<file path="src/rtl/row_data_loader_pkg.sv">
// Shared definitions for the row data loader: header field layout,
// row geometry and the parser state encoding.
package row_data_loader_pkg;

  // Header byte field positions
  localparam int SYNC_BIT  = 7;
  localparam int PANEL_MSB = 5;
  localparam int PANEL_LSB = 4;
  localparam int ROW_MSB   = 3;
  localparam int ROW_LSB   = 0;

  // Row geometry
  localparam int CHUNKS_PER_ROW  = 16;
  localparam int BYTES_PER_CHUNK = 4;

  typedef enum logic [0:0] {
    HUNT = 1'b0,
    DATA = 1'b1
  } state_t;

  // A byte is a header candidate when its sync marker is set
  function automatic logic is_header(input logic [7:0] b);
    return b[SYNC_BIT];
  endfunction

endpackage

</file>
<file path="src/rtl/row_data_loader_byte_packer.sv">
// Packs a strobed byte stream into big-endian 32-bit words. The completed
// word is presented combinationally together with the 4th byte so the
// caller can register it in the same cycle the byte is accepted.
module row_data_loader_byte_packer (
  input  logic        clk,
  input  logic        reset,
  input  logic        clear,
  input  logic        byte_valid,
  input  logic [7:0]  byte_data,
  output logic [31:0] word,
  output logic        word_done
);

  logic [23:0] shift_r;
  logic [1:0]  count_r;

  // The first three bytes sit in shift_r; the current byte fills [7:0]
  assign word      = {shift_r, byte_data};
  assign word_done = byte_valid & (count_r == 2'd3);

  // Shift in bytes and track position within the word; clear realigns
  always_ff @(posedge clk) begin
    if (reset || clear) begin
      shift_r <= 24'd0;
      count_r <= 2'd0;
    end else if (byte_valid) begin
      shift_r <= {shift_r[15:0], byte_data};
      count_r <= count_r + 2'd1;
    end else begin
      shift_r <= shift_r;
      count_r <= count_r;
    end
  end

endmodule

</file>
<file path="src/rtl/row_data_loader.sv">
// Row packet parser feeding the LED controller chunk-write port. A header
// byte selects panel/row, then 64 payload bytes become sixteen 32-bit
// chunk writes. Idle gaps longer than TIMEOUT_CYCLES abort the packet.
module row_data_loader
  import row_data_loader_pkg::*;
#(
  parameter int TIMEOUT_CYCLES = 1024,
  parameter int ERR_W          = 8
) (
  input  logic             clk,
  input  logic             reset,
  input  logic [7:0]       in_data,
  input  logic             in_valid,
  output logic             in_ready,
  output logic [31:0]      chunk_data,
  output logic [3:0]       chunk_data_addr,
  output logic             chunk_data_write_enable,
  output logic [3:0]       row_data_row_addr,
  output logic [1:0]       row_data_panel_addr,
  output logic             row_done,
  output logic [ERR_W-1:0] error_count
);

  localparam int            TW           = $clog2(TIMEOUT_CYCLES + 1);
  localparam logic [TW-1:0] TIMEOUT_LAST = TW'(TIMEOUT_CYCLES - 1);
  localparam logic [5:0]    LAST_BYTE    = 6'(CHUNKS_PER_ROW * BYTES_PER_CHUNK - 1);

  state_t            state_r;
  state_t            state_s;
  logic              in_ready_r;
  logic              accept_s;
  logic              hdr_accept_s;
  logic              bad_hdr_s;
  logic              payload_s;
  logic              abort_s;
  logic [5:0]        byte_cnt_r;
  logic [TW-1:0]     timer_r;
  logic [31:0]       pack_word_s;
  logic              pack_done_s;
  logic [31:0]       chunk_data_r;
  logic [3:0]        chunk_addr_r;
  logic              chunk_we_r;
  logic              row_done_r;
  logic [3:0]        row_addr_r;
  logic [1:0]        panel_addr_r;
  logic [ERR_W-1:0]  error_count_r;

  assign accept_s = in_valid & in_ready_r;

  row_data_loader_byte_packer u_byte_packer (
    .clk        (clk),
    .reset      (reset),
    .clear      (hdr_accept_s),
    .byte_valid (payload_s),
    .byte_data  (in_data),
    .word       (pack_word_s),
    .word_done  (pack_done_s)
  );

  // Parser state register
  always_ff @(posedge clk) begin
    if (reset) begin
      state_r <= HUNT;
    end else begin
      state_r <= state_s;
    end
  end

  // Next-state and per-cycle event decode; an accepted byte beats timeout
  always_comb begin
    state_s      = state_r;
    hdr_accept_s = 1'b0;
    bad_hdr_s    = 1'b0;
    payload_s    = 1'b0;
    abort_s      = 1'b0;
    case (state_r)
      HUNT: begin
        if (accept_s) begin
          if (is_header(in_data)) begin
            hdr_accept_s = 1'b1;
            state_s      = DATA;
          end else begin
            bad_hdr_s = 1'b1;
            state_s   = HUNT;
          end
        end else begin
          state_s = HUNT;
        end
      end
      DATA: begin
        if (accept_s) begin
          payload_s = 1'b1;
          if (byte_cnt_r == LAST_BYTE) begin
            state_s = HUNT;
          end else begin
            state_s = DATA;
          end
        end else if (timer_r == TIMEOUT_LAST) begin
          abort_s = 1'b1;
          state_s = HUNT;
        end else begin
          state_s = DATA;
        end
      end
      default: begin
        state_s = HUNT;
      end
    endcase
  end

  // Ready is low only while reset is asserted
  always_ff @(posedge clk) begin
    if (reset) begin
      in_ready_r <= 1'b0;
    end else begin
      in_ready_r <= 1'b1;
    end
  end

  // Payload byte position within the packet
  always_ff @(posedge clk) begin
    if (reset || hdr_accept_s) begin
      byte_cnt_r <= 6'd0;
    end else if (payload_s) begin
      byte_cnt_r <= byte_cnt_r + 6'd1;
    end else begin
      byte_cnt_r <= byte_cnt_r;
    end
  end

  // Idle-gap counter: runs only in DATA, cleared by any accepted byte
  always_ff @(posedge clk) begin
    if (reset || accept_s || abort_s || (state_r != DATA)) begin
      timer_r <= '0;
    end else begin
      timer_r <= timer_r + TW'(1);
    end
  end

  // Chunk write port: strobe one cycle after the 4th byte of a chunk
  always_ff @(posedge clk) begin
    if (reset) begin
      chunk_we_r   <= 1'b0;
      row_done_r   <= 1'b0;
      chunk_data_r <= 32'd0;
      chunk_addr_r <= 4'd0;
    end else begin
      chunk_we_r <= pack_done_s;
      row_done_r <= pack_done_s & (byte_cnt_r == LAST_BYTE);
      if (pack_done_s) begin
        chunk_data_r <= pack_word_s;
        chunk_addr_r <= byte_cnt_r[5:2];
      end else begin
        chunk_data_r <= chunk_data_r;
        chunk_addr_r <= chunk_addr_r;
      end
    end
  end

  // Panel/row address, updated only when a header is accepted
  always_ff @(posedge clk) begin
    if (reset) begin
      panel_addr_r <= 2'd0;
      row_addr_r   <= 4'd0;
    end else if (hdr_accept_s) begin
      panel_addr_r <= in_data[PANEL_MSB:PANEL_LSB];
      row_addr_r   <= in_data[ROW_MSB:ROW_LSB];
    end else begin
      panel_addr_r <= panel_addr_r;
      row_addr_r   <= row_addr_r;
    end
  end

  // Saturating count of discarded header bytes and aborted packets
  always_ff @(posedge clk) begin
    if (reset) begin
      error_count_r <= '0;
    end else if ((bad_hdr_s || abort_s) && (error_count_r != {ERR_W{1'b1}})) begin
      error_count_r <= error_count_r + ERR_W'(1);
    end else begin
      error_count_r <= error_count_r;
    end
  end

  assign in_ready                = in_ready_r;
  assign chunk_data              = chunk_data_r;
  assign chunk_data_addr         = chunk_addr_r;
  assign chunk_data_write_enable = chunk_we_r;
  assign row_done                = row_done_r;
  assign row_data_row_addr       = row_addr_r;
  assign row_data_panel_addr     = panel_addr_r;
  assign error_count             = error_count_r;

endmodule

</file>
<file path="config.mk">
export PLATFORM = sky130hd
export DESIGN_NAME = row_data_loader
export DESIGN_NICKNAME = d
export VERILOG_FILES = /design/src/rtl/row_data_loader_pkg.sv /design/src/rtl/row_data_loader_byte_packer.sv /design/src/rtl/row_data_loader.sv
export SDC_FILE = /design/constraint.sdc
export NUM_CORES = 1
export LEC_CHECK = 0
export BUFFER_PORTS_ARGS = -buffer_cell sky130_fd_sc_hd__buf_2
export CORE_MARGIN = 1
export CORE_UTILIZATION = 42
export DETAILED_ROUTE_END_ITERATION = 6
export GPL_ROUTABILITY_DRIVEN = 0
export PLACE_DENSITY = 0.66
export SYNTH_ARGS = -nofsm -noshare
export SYNTH_HDL_FRONTEND = slang
export SYNTH_HIERARCHICAL = 1
export SYNTH_SLANG_ARGS = --single-unit
</file>
<file path="constraint.sdc">
create_clock -name clk -period 4.2 [get_ports clk]
set_input_delay 0.63 -clock clk [delete_from_list [all_inputs] [get_ports clk]]
set_output_delay 0.63 -clock clk [all_outputs]
set_load 0.005 [all_outputs]
</file>
==> impl_results.md <==
* Status: finished clean
* First-pass GRT wire length at 12210 µm
* Clock Pin Slew Worst Setup and Hold Paths at 0.09 ns
* Setup bufs post-CTS at 0
* Die W at 97.35 µm
* Most common cell in the netlist: dfxtp_1
* RSZ-0062 raised after global routing: no
* Port Buffer Count at 63
* Hpwl dp at 4881 µm
* PD cells at 374.4 nW/µm²
* Post-synth top area share at 50.85%
* Setup crit end kind: register
* FF/Latch Area at 1942 µm²
* Wire per inst at 13.24 µm
* CTS tree: done
* Static leakage at 1.692 nW
* Ant diodes at 0
* Setup Viol. Count Final at 0
* Worst hold-check path type: reg -> reg
* Sequential element share of the synthesized area at 50.85%
* Setup TNS at 0 ns
* Critical-path cell with the highest stage delay: or4_1
* Grt ovf at 0
* Final Max Tran Viols at 0
* Post-Syn Instances at 378
* Vias in the first global route at 2563
* Area delta synth->final at 12.84%
* Number of enable flip-flop cells after synthesis at 0
* Max incr delay on CP at 0.69 ns
* Worst setup margin at 1.789 ns
* Final hold vios at 0
* CP startpoint: timer_r[0]
* Core Util, Final at 49.17%
* Post-DP Area at 4095 µm²
* Layout fillers at 838
* Drt pass-1 iters at 4
* Cts hold-fix bufs at 0
* Die footprint at 9477 µm²
* Placed cell count at 521
* FFs w/ async S/R, synth at 0%
* Synth area leaders: dfxtp_1, mux2i_1, nor2_1
* Worst skew pair latency at 0.35 ns
* Final non-filler cell area at 4309 µm²
* Final #Nets at 439
* Die span in y at 97.35 µm
* Worst path required time at 4.44 ns
* DRC Markers at 0
* CP max FO at 7
* CP startpoint kind: register
* Core footprint at 8763 µm²
* Layout cells sized above 1 at 21.68%
* Netlist cell types at 40
* Worst r2r src: timer_r[0]
* Yosys reg bits at 97
* DRT antenna net count at 0
* Global Route Usage Sum at 15.84%
* Worst Hold Margin at 0.4893 ns
* CP cell instances: ha_1, nand3_1, or4_1, a2111oi_2, mux2_1
* Rows at 34
* DR vias/cell at 4.914
* Clock sinks at 97
* Max Cap Viol at 0
* Post-synth top area cell: dfxtp_1
* I/O pin total at 64
* DRT Wirelength at 7110 µm
* Fmax achieved at 0.4148 GHz
* Largest net degree at the start of global routing at 38
* Initial antenna violation count at 0
* Total power at 1.613 mW
* Post-Syn Area at 3819 µm²
* # resized after CTS at 0
* Max transition margin at 25.20%
* Ys Warns at 6
* Worst-case clock skew at 0.005820 ns
* Hold_sp: chunk_data[25]
* Most common library cells after synthesis: dfxtp_1, nor2_1, mux2i_1, clkbuf_1, nand2_1
* Place WS at 1.609 ns
* Drt initial violations at 70
* Clock root buffer: clkbuf_8
* Worst Setup Path Type: reg -> reg
* Maximum buffer depth of the clock tree at 2
* Ys flop type: dfxtp_1
* Non-filler cells, final at 537
* H-tree Lvls at 3
* Starting Density at 43.58%
* Fin crit share at 57.39%
* Crit path time final at 2.411 ns
* Synth Net Count at 393
* Tightest Pin Transition at 1.122 ns
* Post-Syn Area per Cell at 10.10 µm²
* Vias at 2639
* Peak supply drop at 0.0001521 V
* Area of the multi-input gates at 1673 µm²
* Arr. time, crit path at 2.65 ns
* Total CTS buffers at 9
[per-layer routing]
layer	track usage [%]	wire length [µm]	vias up
met5	0	0	-
met4	6.109	55	0
met3	3.597	247	4
met2	25.30	3373	44
met1	20.84	3433	1239
li1	-	-	1352
[sequential cells by signal (all words and copies together) (netlist names)]
name / count
row_done: 1
byte_cnt_r: 6
state_r: 1
chunk_data_write_enable: 1
row_data_row_addr: 4
in_ready: 1
row_data_panel_addr: 2
u_byte_packer/shift_r: 24
chunk_data: 32
error_count: 8
u_byte_packer/count_r: 2
timer_r: 11
chunk_data_addr: 4
[worst paths after layout]
kind                                       end  slack [ns]  cells past startpoint
worst max register to register  error_count[5]        1.79                      5
worst max-delay path            error_count[5]        1.79                      5
worst min register to register  chunk_data[25]        0.49                      2
worst min-delay path            chunk_data[25]        0.49                      2
[critical path, delay by kind of cell, from the launching register on]
kind	cells	cell delay, ns
AOI/OAI and AO/OA	1	0.44
adders and majority gates	1	0.26
DFF	1	0.41
muxes	1	0.35
and+or+nand+nor	2	0.85
[layout make-up]
cell class / instances / area share (%)
tap: 108 / 3.136
clock buffer: 11 / 3.513
multi-input combinational: 247 / 38.82
sequential: 97 / 45.06
clock inverter: 5 / 1.452
timing repair buffer: 65 / 7.666
inverter: 4 / 0.3484
[cells by family after synthesis]
group | count (synthesis) | share of synthesized area, %
AOI/OAI and AO/OA | 13 | 2.883
xor gates and xnor gates | 14 | 3.211
adders and majority gates | 4 | 1.311
buffers and inverters | 34 | 5.537
DFF | 97 | 50.85
muxes | 76 | 20.12
and+or+nand+nor | 140 | 16.09
[cells in the final DEF, fill, tap and decap left out, types with 5 or more instances in the layout]
| cell | count |
|---|---|
| dfxtp_1 | 97 |
| nor2_1 | 93 |
| mux2i_1 | 70 |
| buf_2 | 63 |
| clkbuf_8 | 11 |
| nand2_1 | 10 |
| nand3_1 | 9 |
| nor2b_1 | 7 |
| xor2_1 | 7 |
| xnor2_1 | 7 |
| and3_1 | 5 |
[power by group]
| group | switching (mW) | total [mW] | internal (mW) | leakage (nW) |
|---|---|---|---|---|
| clock network | 0.322 | 0.634 | 0.312 | 0.107 |
| logic | 0.0325 | 0.0501 | 0.0176 | 0.802 |
| registers | 0.00482 | 0.929 | 0.924 | 0.782 |
| total | 0.359 | 1.61 | 1.25 | 1.69 |
No activity file was read; power rests on OpenSTA's default activity.
